===== src/rtl/decode_pkg.sv =====
// Shared opcode constants and the decoded-fields record for the 20-bit pipeline decode stage.
package decode_pkg;

  localparam int DEF_OPC_W  = 4;
  localparam int DEF_REG_AW = 4;

  localparam logic [DEF_OPC_W-1:0] STORE = 4'b1100;
  localparam logic [DEF_OPC_W-1:0] LOAD  = 4'b1011;
  localparam logic [DEF_OPC_W-1:0] NOP   = 4'b0000;

  // Register-address fields are sized for the default REG_AW of the processor.
  typedef struct packed {
    logic [DEF_REG_AW-1:0] raddr1;
    logic [DEF_REG_AW-1:0] raddr2;
    logic [DEF_REG_AW-1:0] dest;
    logic                  isLoad;
    logic                  isStore;
    logic                  writesReg;
  } decodedFields_t;

endpackage


===== src/rtl/decode_fields.sv =====
// Combinational instruction decoder: opcode and register fields (immediate excluded) to a decodedFields_t.
module decode_fields
  import decode_pkg::*;
#(
  parameter int                 OPC_W     = DEF_OPC_W,
  parameter int                 REG_AW    = DEF_REG_AW,
  parameter logic [OPC_W-1:0]   STORE_OPC = OPC_W'(STORE),
  parameter logic [OPC_W-1:0]   LOAD_OPC  = OPC_W'(LOAD),
  parameter logic [OPC_W-1:0]   NOP_OPC   = OPC_W'(NOP),
  localparam int                HI_W      = OPC_W + 3*REG_AW
) (
  input  logic [HI_W-1:0] opFields,
  output decodedFields_t  fields
);

  logic [OPC_W-1:0]  opc;
  logic [REG_AW-1:0] regA;
  logic [REG_AW-1:0] regB;
  logic [REG_AW-1:0] regC;
  logic              isStore;

  assign opc     = opFields[HI_W-1 -: OPC_W];
  assign regA    = opFields[3*REG_AW-1 -: REG_AW];
  assign regB    = opFields[2*REG_AW-1 -: REG_AW];
  assign regC    = opFields[REG_AW-1:0];
  assign isStore = (opc == STORE_OPC);

  // Stores read the data register from field A, so the operand pair shifts up one field.
  always_comb begin
    fields           = '0;
    fields.raddr1    = DEF_REG_AW'(isStore ? regA : regB);
    fields.raddr2    = DEF_REG_AW'(isStore ? regB : regC);
    fields.dest      = DEF_REG_AW'(regA);
    fields.isLoad    = (opc == LOAD_OPC);
    fields.isStore   = isStore;
    fields.writesReg = !(isStore || (opc == NOP_OPC));
  end

endmodule


===== src/rtl/decode_stage.sv =====
// Instruction-decode stage with ID/EX register, valid/ready handshake, flush and load-use bubble.
// Define DECODE_HAZARD_EN to enable load-use detection; otherwise the hazard term is tied low.
module decode_stage
  import decode_pkg::*;
#(
  parameter int                 OPC_W     = DEF_OPC_W,
  parameter int                 REG_AW    = DEF_REG_AW,
  parameter logic [OPC_W-1:0]   STORE_OPC = OPC_W'(STORE),
  parameter logic [OPC_W-1:0]   LOAD_OPC  = OPC_W'(LOAD),
  parameter logic [OPC_W-1:0]   NOP_OPC   = OPC_W'(NOP),
  localparam int                INSTR_W   = OPC_W + 4*REG_AW
) (
  input  logic               clock,
  input  logic               reset,
  input  logic               in_valid,
  input  logic [INSTR_W-1:0] in_instr,
  output logic               in_ready,
  input  logic               flush,
  output logic               out_valid,
  input  logic               out_ready,
  output logic [INSTR_W-1:0] out_instr,
  output logic [REG_AW-1:0]  out_raddr1,
  output logic [REG_AW-1:0]  out_raddr2,
  output logic [REG_AW-1:0]  out_dest,
  output logic               out_is_load,
  output logic               out_is_store,
  output logic               out_writes_reg,
  output logic               hazard_stall
);

  decodedFields_t     inDec;
  logic               hazard;
  logic               capture;
  logic               drain;

  logic               idexValid_p1;
  logic [INSTR_W-1:0] idexInstr_p1;
  logic [REG_AW-1:0]  idexRaddr1_p1;
  logic [REG_AW-1:0]  idexRaddr2_p1;
  logic [REG_AW-1:0]  idexDest_p1;
  logic               idexIsLoad_p1;
  logic               idexIsStore_p1;
  logic               idexWritesReg_p1;

  decode_fields #(
    .OPC_W    (OPC_W),
    .REG_AW   (REG_AW),
    .STORE_OPC(STORE_OPC),
    .LOAD_OPC (LOAD_OPC),
    .NOP_OPC  (NOP_OPC)
  ) uDecode (
    .opFields(in_instr[INSTR_W-1:REG_AW]),
    .fields  (inDec)
  );

`ifdef DECODE_HAZARD_EN
  // Register 0 is a real register here, so it takes part in the comparison.
  assign hazard = idexValid_p1 && idexIsLoad_p1 &&
                  ((idexDest_p1 == REG_AW'(inDec.raddr1)) ||
                   (idexDest_p1 == REG_AW'(inDec.raddr2)));
`else
  assign hazard = 1'b0;
`endif

  assign in_ready     = !flush && !hazard && (!idexValid_p1 || out_ready);
  assign capture      = in_valid && in_ready;
  assign drain        = idexValid_p1 && out_ready;
  assign hazard_stall = in_valid && hazard && !flush;

  // ---- ID/EX register boundary ----
  always_ff @(posedge clock or negedge reset) begin
    if (!reset) begin
      idexValid_p1     <= 1'b0;
      idexInstr_p1     <= '0;
      idexRaddr1_p1    <= '0;
      idexRaddr2_p1    <= '0;
      idexDest_p1      <= '0;
      idexIsLoad_p1    <= 1'b0;
      idexIsStore_p1   <= 1'b0;
      idexWritesReg_p1 <= 1'b0;
    end else if (flush || (drain && !capture)) begin
      idexValid_p1     <= 1'b0;
      idexInstr_p1     <= '0;
      idexRaddr1_p1    <= '0;
      idexRaddr2_p1    <= '0;
      idexDest_p1      <= '0;
      idexIsLoad_p1    <= 1'b0;
      idexIsStore_p1   <= 1'b0;
      idexWritesReg_p1 <= 1'b0;
    end else if (capture) begin
      idexValid_p1     <= 1'b1;
      idexInstr_p1     <= in_instr;
      idexRaddr1_p1    <= REG_AW'(inDec.raddr1);
      idexRaddr2_p1    <= REG_AW'(inDec.raddr2);
      idexDest_p1      <= REG_AW'(inDec.dest);
      idexIsLoad_p1    <= inDec.isLoad;
      idexIsStore_p1   <= inDec.isStore;
      idexWritesReg_p1 <= inDec.writesReg;
    end
  end

  assign out_valid      = idexValid_p1;
  assign out_instr      = idexInstr_p1;
  assign out_raddr1     = idexRaddr1_p1;
  assign out_raddr2     = idexRaddr2_p1;
  assign out_dest       = idexDest_p1;
  assign out_is_load    = idexIsLoad_p1;
  assign out_is_store   = idexIsStore_p1;
  assign out_writes_reg = idexWritesReg_p1;

endmodule

===== config.mk =====
export PLATFORM = sky130hd
export DESIGN_NAME = decode_stage
export DESIGN_NICKNAME = d
export VERILOG_FILES = /design/src/rtl/decode_pkg.sv /design/src/rtl/decode_fields.sv /design/src/rtl/decode_stage.sv
export SDC_FILE = /design/constraint.sdc
export NUM_CORES = 1
export LEC_CHECK = 0
export CAP_MARGIN = 40
export CORE_MARGIN = 10
export CORE_UTILIZATION = 44
export DETAILED_ROUTE_END_ITERATION = 8
export PLACE_DENSITY_LB_ADDON = 0.15
export SYNTH_ARGS = -nofsm -noshare
export SYNTH_HDL_FRONTEND = slang
export SYNTH_SLANG_ARGS = --single-unit

===== constraint.sdc =====
create_clock -name clock -period 2.8 [get_ports clock]
set_input_delay 0.42 -clock clock [delete_from_list [all_inputs] [get_ports clock]]
set_output_delay 0.42 -clock clock [all_outputs]
set_load 0.05 [all_outputs]

# Word level (Yosys, flattened, before mapping)
# Cells that the tools add are included.
# totals
ff_bits,36
latch_bits,0
ram_bits,0
romBits,0
out_inout_bits,38
elab_cells,41
memories,0
# op_classes
addsub,0
n_mul,0
div,0
order_cmp,0
eq_ne,2
shifts,0
n_mux,18
n_bitwise,0
n_reduce_logical,13
# op_table
cell,count
20-bit 2-to-1 mux,2
4-bit 2-to-1 mux,8
"4-bit == test, second input constant",2
1-bit 2-to-1 mux,8
1-bit logical AND,4
1-bit zero test,4
4-bit zero test,1
1-bit logical OR,3
2-bit nonzero test,1

# Longest topological paths before layout
# Gate-level depths: netlist (run 1).
# logic_depth
depth_word,8
depth_mapped,5
depth_no_buf,3

# By module
# Synthesis (run 1) repeated with hierarchy kept, for this count alone.
# unflattened
hier_cells,227
area_unflattened_um2,2697.6
# by_module_without_submodules
mod,instances,cells_per_inst,area_each_um2
decode_stage,1,209,2488.6
decode_fields,1,18,209.0

# Least setup slack after synthesis (run 1)
# Ideal clock, no wire load.
# synth_timing
path_type,reg2out
start,"reg idexValid_p1, in the netlist out_valid"
end,out in_ready
arrival_time_ns,1.525
required_time_ns,2.380
setup_slack_ns,0.855
path_stages_with_launch,3
n_path_buf,0
cell_sequence,dfrtp_1 -> and2b_1 -> nor2_1
# synth_between
elab_chain_len,3
# synth_lines
item,line_no,rtl
start: declaration,decode_stage.sv:36,logic idexValid_p1;
start signal: assignment,decode_stage.sv:73,idexValid_p1 <= 1'b0;
start signal: assignment,decode_stage.sv:82,idexValid_p1 <= 1'b0;
start signal: assignment,decode_stage.sv:91,idexValid_p1 <= 1'b1;
1-bit zero test,decode_stage.sv:65,assign in_ready = !flush && !hazard && (!idexValid_p1 || out_ready);
1-bit logical OR,decode_stage.sv:65,
1-bit logical AND,decode_stage.sv:65,
end: declaration,decode_stage.sv:17,"output logic in_ready,"
# Every way passes these cells.

# Worst setup path in the final report (run 1)
# layout_timing
start,"reg idexValid_p1, in the netlist out_valid"
end,out out_valid
# layout_lines
item,line_no,rtl
end: declaration,decode_stage.sv:19,"output logic out_valid,"
# No word-level cell between the ends.

==> metrics.yaml, run 1 <==
cpPeakStageDelay_ns: 0.83
top_level_ports: 63
r2r-end: "out_instr[11]"
hpwl_microns: 2950
post-cts-setup-buffers: 0
startpoint_type: "flop"
post_dp_cell_area_sq_um: 1980
worstSetupPathDepth: 1
tightestPinTransition_ns: 0.553
netlist_top_cells_count: "dfrtp_1, a22o_1, mux2i_1, o2bb2ai_1, a22o_2"
synth_cells: 102
met2_usage: 0.206
core_sq_um: 3030
die_x_microns: 76.2
place_congestion: 0.805
rsz0062_at_grt: "false"
synth-seq-cells: 32
wirelength_microns: 3890
relSlewSlack: 0.631
area_delta_synth_final_pct: 47.5
outcome: "complete, no violations"
powerDensity_nw_per_um2: 563
cts.sinks: 32
use_met3: 0.0601
path_class: "flop to primary output"
htree_levels: 2
tritoncts: "done"
layout-drive-gt1-share: 0.129
clkLatencyLatePin_ns: 0.33
grt_pass1_vias: 1157
final_area_sq_um: 2050
timing.rr.start: "out_valid"
busiest_layer: "met2"
cp-startpoint: "out_valid"
synth_ff_type: "dfrtp_1"
antenna_found_initial: 0
cts-resized-gates: 0
synth_edf_count: 0
fmax_mhz: 501
synth_top_cell_by_area: "dfrtp_1"
vias: 1123
endpoint_kind: "primary output"
wl_per_cell_microns: 18.8
max_cap_violations: 0
r2r_slack_ns: 1.25
numCtsBuffers: 5
final_nets: 187
avgSynthCellArea_sq_um: 13.6
grt_util_all_layers: 0.132
finalNonFillerCells: 207
synthTopCellsByArea: "dfrtp_1, a22o_1, mux2i_1"
fillCellCount: 255
antenna-diode-count: 0
syn_nets: 127
yosysTopAreaCellShare: 0.576
peakVddDrop_mv: 0.336
yosysWarnings: 0
setup_tns_ns: 0
finalClockSkew_ns: 0.0115
hold_viol: 0
critPathBufInv: 1
slew_violations: 0
cts_hold_buf: 0
die_h_microns: 76.2
crit_path_top_delay_cell: "clkdlybuf4s50_1"
p_leak_nw: 0.871
cpLargestDelayFamily: "buffers and inverters"
worst-path-max-fanout: 5
cts_root_buf: "clkbuf_4"
yosysUniqueCellTypes: 26
fp-row-count: 20
remaining_drc_errors: 0
grt_pass1_wl_microns: 6310
hold_class: "primary input to async pin"
synth.most_common_cell: "dfrtp_1"
clockBufferDepth: 2
crit_arrival_ns: 1.58
fin_crit_ns: 2.00
clk_pin_slew_ns: 0.10
drtIter0Drc: 115
crit_end: "out_valid"
firstDrtPassIters: 4
ys_async_sr_fraction: 1.00
grtUsageMet1: 0.158
path_cells: "clkdlybuf4s50_1"
start_util: 0.460
io_buffers: 61
fin_crit_sh: 0.713
setup_viol: 0
die_area_sq_um: 5810
routed_via_density: 5.43
largest_register_ffs: 20
ff2ff_path_depth: 4
grt_max_degree: 33
ant_nets: 0
crit_required_ns: 2.38
synth_area_sq_um: 1390
grt_overflow: 0
ys_seq_area_frac: 0.576
dp_cells: 199
cell usage in the layout, fill, tap and decap left out:
master            n
nand3_1           1
clkdlybuf4s50_1  60
nand4b_1          1
nor3_4            1
a211oi_1          2
clkbuf_4          5
bufinv_16         1
dfrtp_1          32
nand2b_1          1
and2b_1           1
o211a_1           1
nor2_1            1
o21ai_0           1
clkinv_2          1
a22o_2            7
nor3_1            1
xor2_1            1
nand4_1           1
mux2i_1           8
conb_1            1
nand2_1           1
a21oi_1           2
o31ai_1           1
clkbuf_1          1
a22o_1           13
and4bb_1          1
a31oi_1           2
o2bb2ai_1         8
inv_2             2
buf_4             4
metrics by stage:
stage / hold WS, ns / setup WS [ns] / util / total power [mW]
2_1_floorplan: 0.124 / 0.855 / - / 0.700
3_3_place_gp: 0.476 / 0.777 / 0.652 / 0.816
3_5_place_dp: 0.481 / 0.708 / 0.652 / 0.822
4_1_cts: 0.467 / 0.788 / 0.678 / 1.16
5_1_grt: 0.484 / 0.730 / 0.678 / 1.20
6_report: 0.477 / 0.804 / 0.678 / 1.16
where the power goes:
group          switching, mW  internal (mW)  leakage, nW
logic                  0.190          0.114        0.400
clock network          0.157          0.187       0.0422
registers             0.0182          0.489        0.428
layer usage:
metal | wire (microns) | vias to the layer above
li1 | - | 506
met1 | 1680 | 560
met2 | 1860 | 47
met3 | 280 | 10
met4 | 65 | 0
met5 | 0 | -
area by class of cell:
cell class | instances | area, sq um | share of cell area
clock inverter | 2 | 35.0 | 0.0171
clock buffer | 6 | 41.3 | 0.0201
inverter | 2 | 7.51 | 0.00366
sequential | 32 | 801 | 0.390
multi-input combinational | 57 | 482 | 0.235
tap | 44 | 55.1 | 0.0268
timing repair buffer | 64 | 631 | 0.307
logic make-up after synthesis:
logic type                synth area share
xor gates and xnor gates           0.00630
AOI/OAI and AO/OA                    0.226
muxes                               0.0576
DFF                                  0.576
and+or+nand+nor                     0.0540
buffers and inverters               0.0782
other                              0.00270
how the worst min path moves through the flow:
stage / start / to / slack [ns] / depth (start not counted)
after floorplan: reset / out_instr[0] / 0.12 / 0
after global placement: out_raddr1[0] / out_raddr1[0] / 0.48 / 1
after detailed placement: out_instr[19] / out_instr[19] / 0.48 / 1
after CTS: reset / out_raddr2[3] / 0.47 / 2
after global routing: reset / out_instr[2] / 0.48 / 2
final: reset / out_raddr1[0] / 0.48 / 2
Note: power is estimated with default switching activity, not from simulation.
==> inputs of run 2 (changes only) <==
Settings changed: CORE_UTILIZATION 44 to 37.
Clock period 2.8 ns to 1.7 ns, I/O delays scaled along.
==> run 2 against run 1 <==
  * Utilization down 11 points
  * Sequential share of layout area shrank 0.66 points
  * Combinational power is 67% higher
  * Clock skew down 0.0090 ns
  * Largest power group unchanged
  * Highest routed layer unchanged
==> metrics.yaml, run 2 (synthesized netlist as in run 1, its figures left out) <==
final_nets: 195  # +4.3%
worst-path-max-fanout: 3  # -2
post-cts-setup-buffers: 0  # unchanged
grt_util_all_layers: 0.118  # -0.0148
cpPeakStageDelay_ns: 0.51  # -0.32 ns
largest_register_ffs: 20  # unchanged
clockPowerShare: 0.316  # +0.018
p_seq_frac: 0.427  # -0.012
core_sq_um: 3660  # +21%
die_x_microns: 81.3  # +6.7%
hold_class: "primary input to async pin"
layout-drive-gt1-share: 0.388  # +0.259
fp-row-count: 22  # +10%
numCtsBuffers: 5  # unchanged
vias: 1137  # +1.2%
path_class: "primary input to primary output"
combPwrFrac: 0.257  # -0.006
crit_path_top_delay_cell: "clkdlybuf4s50_1"
peakVddDrop_mv: 0.402  # +20%
clockBufferDepth: 2  # unchanged
remaining_drc_errors: 0  # unchanged
crit_required_ns: 1.44  # -0.94 ns
finalNonFillerCells: 218  # +5.3%
final_area_sq_um: 2090  # +1.7%
hpwl_microns: 2890  # -1.8%
clkLatencyLatePin_ns: 0.28  # -0.05 ns
start_util: 0.380  # -0.0795
crit_arrival_ns: 1.30  # -0.28 ns
sw_frac_of_total: 0.309  # -0.00696
wirelength_microns: 3860  # -0.75%
antenna_found_initial: 0  # unchanged
dp_cells: 211  # +6.0%
cpLargestDelayFamily: "buffers and inverters"
top_level_ports: 63  # unchanged
drtIter0Drc: 51  # -56%
path_cells: "clkdlybuf4s50_1, and2b_1, nor2_2, buf_12"
hold_viol: 0  # unchanged
finalClockSkew_ns: 0.00250  # -0.00898 ns
endpoint_kind: "primary output"
routed_via_density: 5.22  # -3.9%
setup_tns_ns: 0  # unchanged
holdWs_ns: 0.373  # -0.104 ns
slew_violations: 0  # unchanged
tritoncts: "done"
max_cap_violations: 0  # unchanged
io_buffers: 61  # unchanged
critPathBufInv: 2  # +1
cts_hold_buf: 0  # unchanged
switchingPower_mw: 0.607  # +66%
layout_commonest_cell: "buf_4"
place_congestion: 0.807  # +0.27%
timing.rr.start: "out_valid"
grt_overflow: 0  # unchanged
ant_nets: 0  # unchanged
cts-resized-gates: 0  # unchanged
setup_viol: 0  # unchanged
outcome: "complete, no violations"
wl_per_cell_microns: 17.7  # -5.8%
fin_crit_ns: 1.56
area_delta_synth_final_pct: 50.0
post_dp_cell_area_sq_um: 1990  # +0.76%
cts.sinks: 32  # unchanged
grt_max_degree: 33  # unchanged
firstDrtPassIters: 4  # unchanged
clk_pin_slew_ns: 0.06  # -0.04 ns
fmax_mhz: 641
fin_crit_sh: 0.917
grt_pass1_vias: 1234  # +6.7%
internal_power_mw: 1.36  # +72%
die_h_microns: 81.3  # +6.7%
antenna-diode-count: 0  # unchanged
fillCellCount: 321  # +26%
htree_levels: 2  # unchanged
p_leak_nw: 0.991  # +14%
powerDensity_nw_per_um2: 941  # +67%
die_area_sq_um: 6610  # +14%
layout_common_cells: "buf_4, dfrtp_1, clkdlybuf4s50_1"
rsz0062_at_grt: "false"
cp-startpoint: "out_ready"
cts_root_buf: "clkbuf_8"
startpoint_type: "primary input"
grt_pass1_wl_microns: 6100  # -3.3%
-- run 2: worst paths after layout --
| path | depth (start not counted) | to | slack, ns |
|---|---|---|---|
| setup / recovery | 4 | in_ready | 0.14 |
| hold / removal | 2 | out_raddr1[1] | 0.37 |
| setup reg to reg | 4 | out_instr[3] | 0.45 |
| hold reg to reg | 1 | out_instr[1] | 0.50 |
| max in group asynchronous | 2 | out_instr[3] | 1.04 |
| min in group clock | 1 | out_instr[1] | 0.50 |
-- run 2: metrics by stage --
stage          utilization  power (mW)  worst slack [ns]
3_3_place_gp         0.544        1.36             0.119
5_1_grt              0.570        2.06            0.0862
2_1_floorplan            -        1.15             0.144
4_1_cts              0.570        2.00             0.149
3_5_place_dp         0.544        1.36            0.0662
6_report             0.570        1.96             0.141
-- run 2: area by class of cell --
type,count,area (sq um),area share
Timing Repair Buffer,72,638,0.306
Inverter,2,7.51,0.00360
Clock buffer,7,96.3,0.0462
Tap cell,48,60.1,0.0288
Multi-Input combinational cell,57,484,0.232
Sequential cell,32,801,0.384
-- run 2: metal layers --
metal  share of wire  GRT usage  wire, microns  vias up
met5               0          0              0        -
met1            0.42      0.143           1620      566
met4           0.011     0.0363             42        0
li1                -          -              -      521
met2            0.46      0.178           1790       43
met3            0.11     0.0596            406        7
-- run 2: power groups by stage --
stage / logic, mW / clock network, mW / registers [mW]
3_3_place_gp: 0.507 / 0 / 0.849
3_5_place_dp: 0.510 / 0 / 0.851
4_1_cts: 0.511 / 0.647 / 0.838
5_1_grt: 0.534 / 0.679 / 0.843
6_report: 0.505 / 0.621 / 0.838
2_1_floorplan: 0.146 / 0 / 1.01
==> inputs of run 3 (changes only) <==
Settings changed: CTS_CLUSTER_DIAMETER set to 30.
==> results of run 3 <==
Final layout, timing and power as in run 2 (identical DEF).
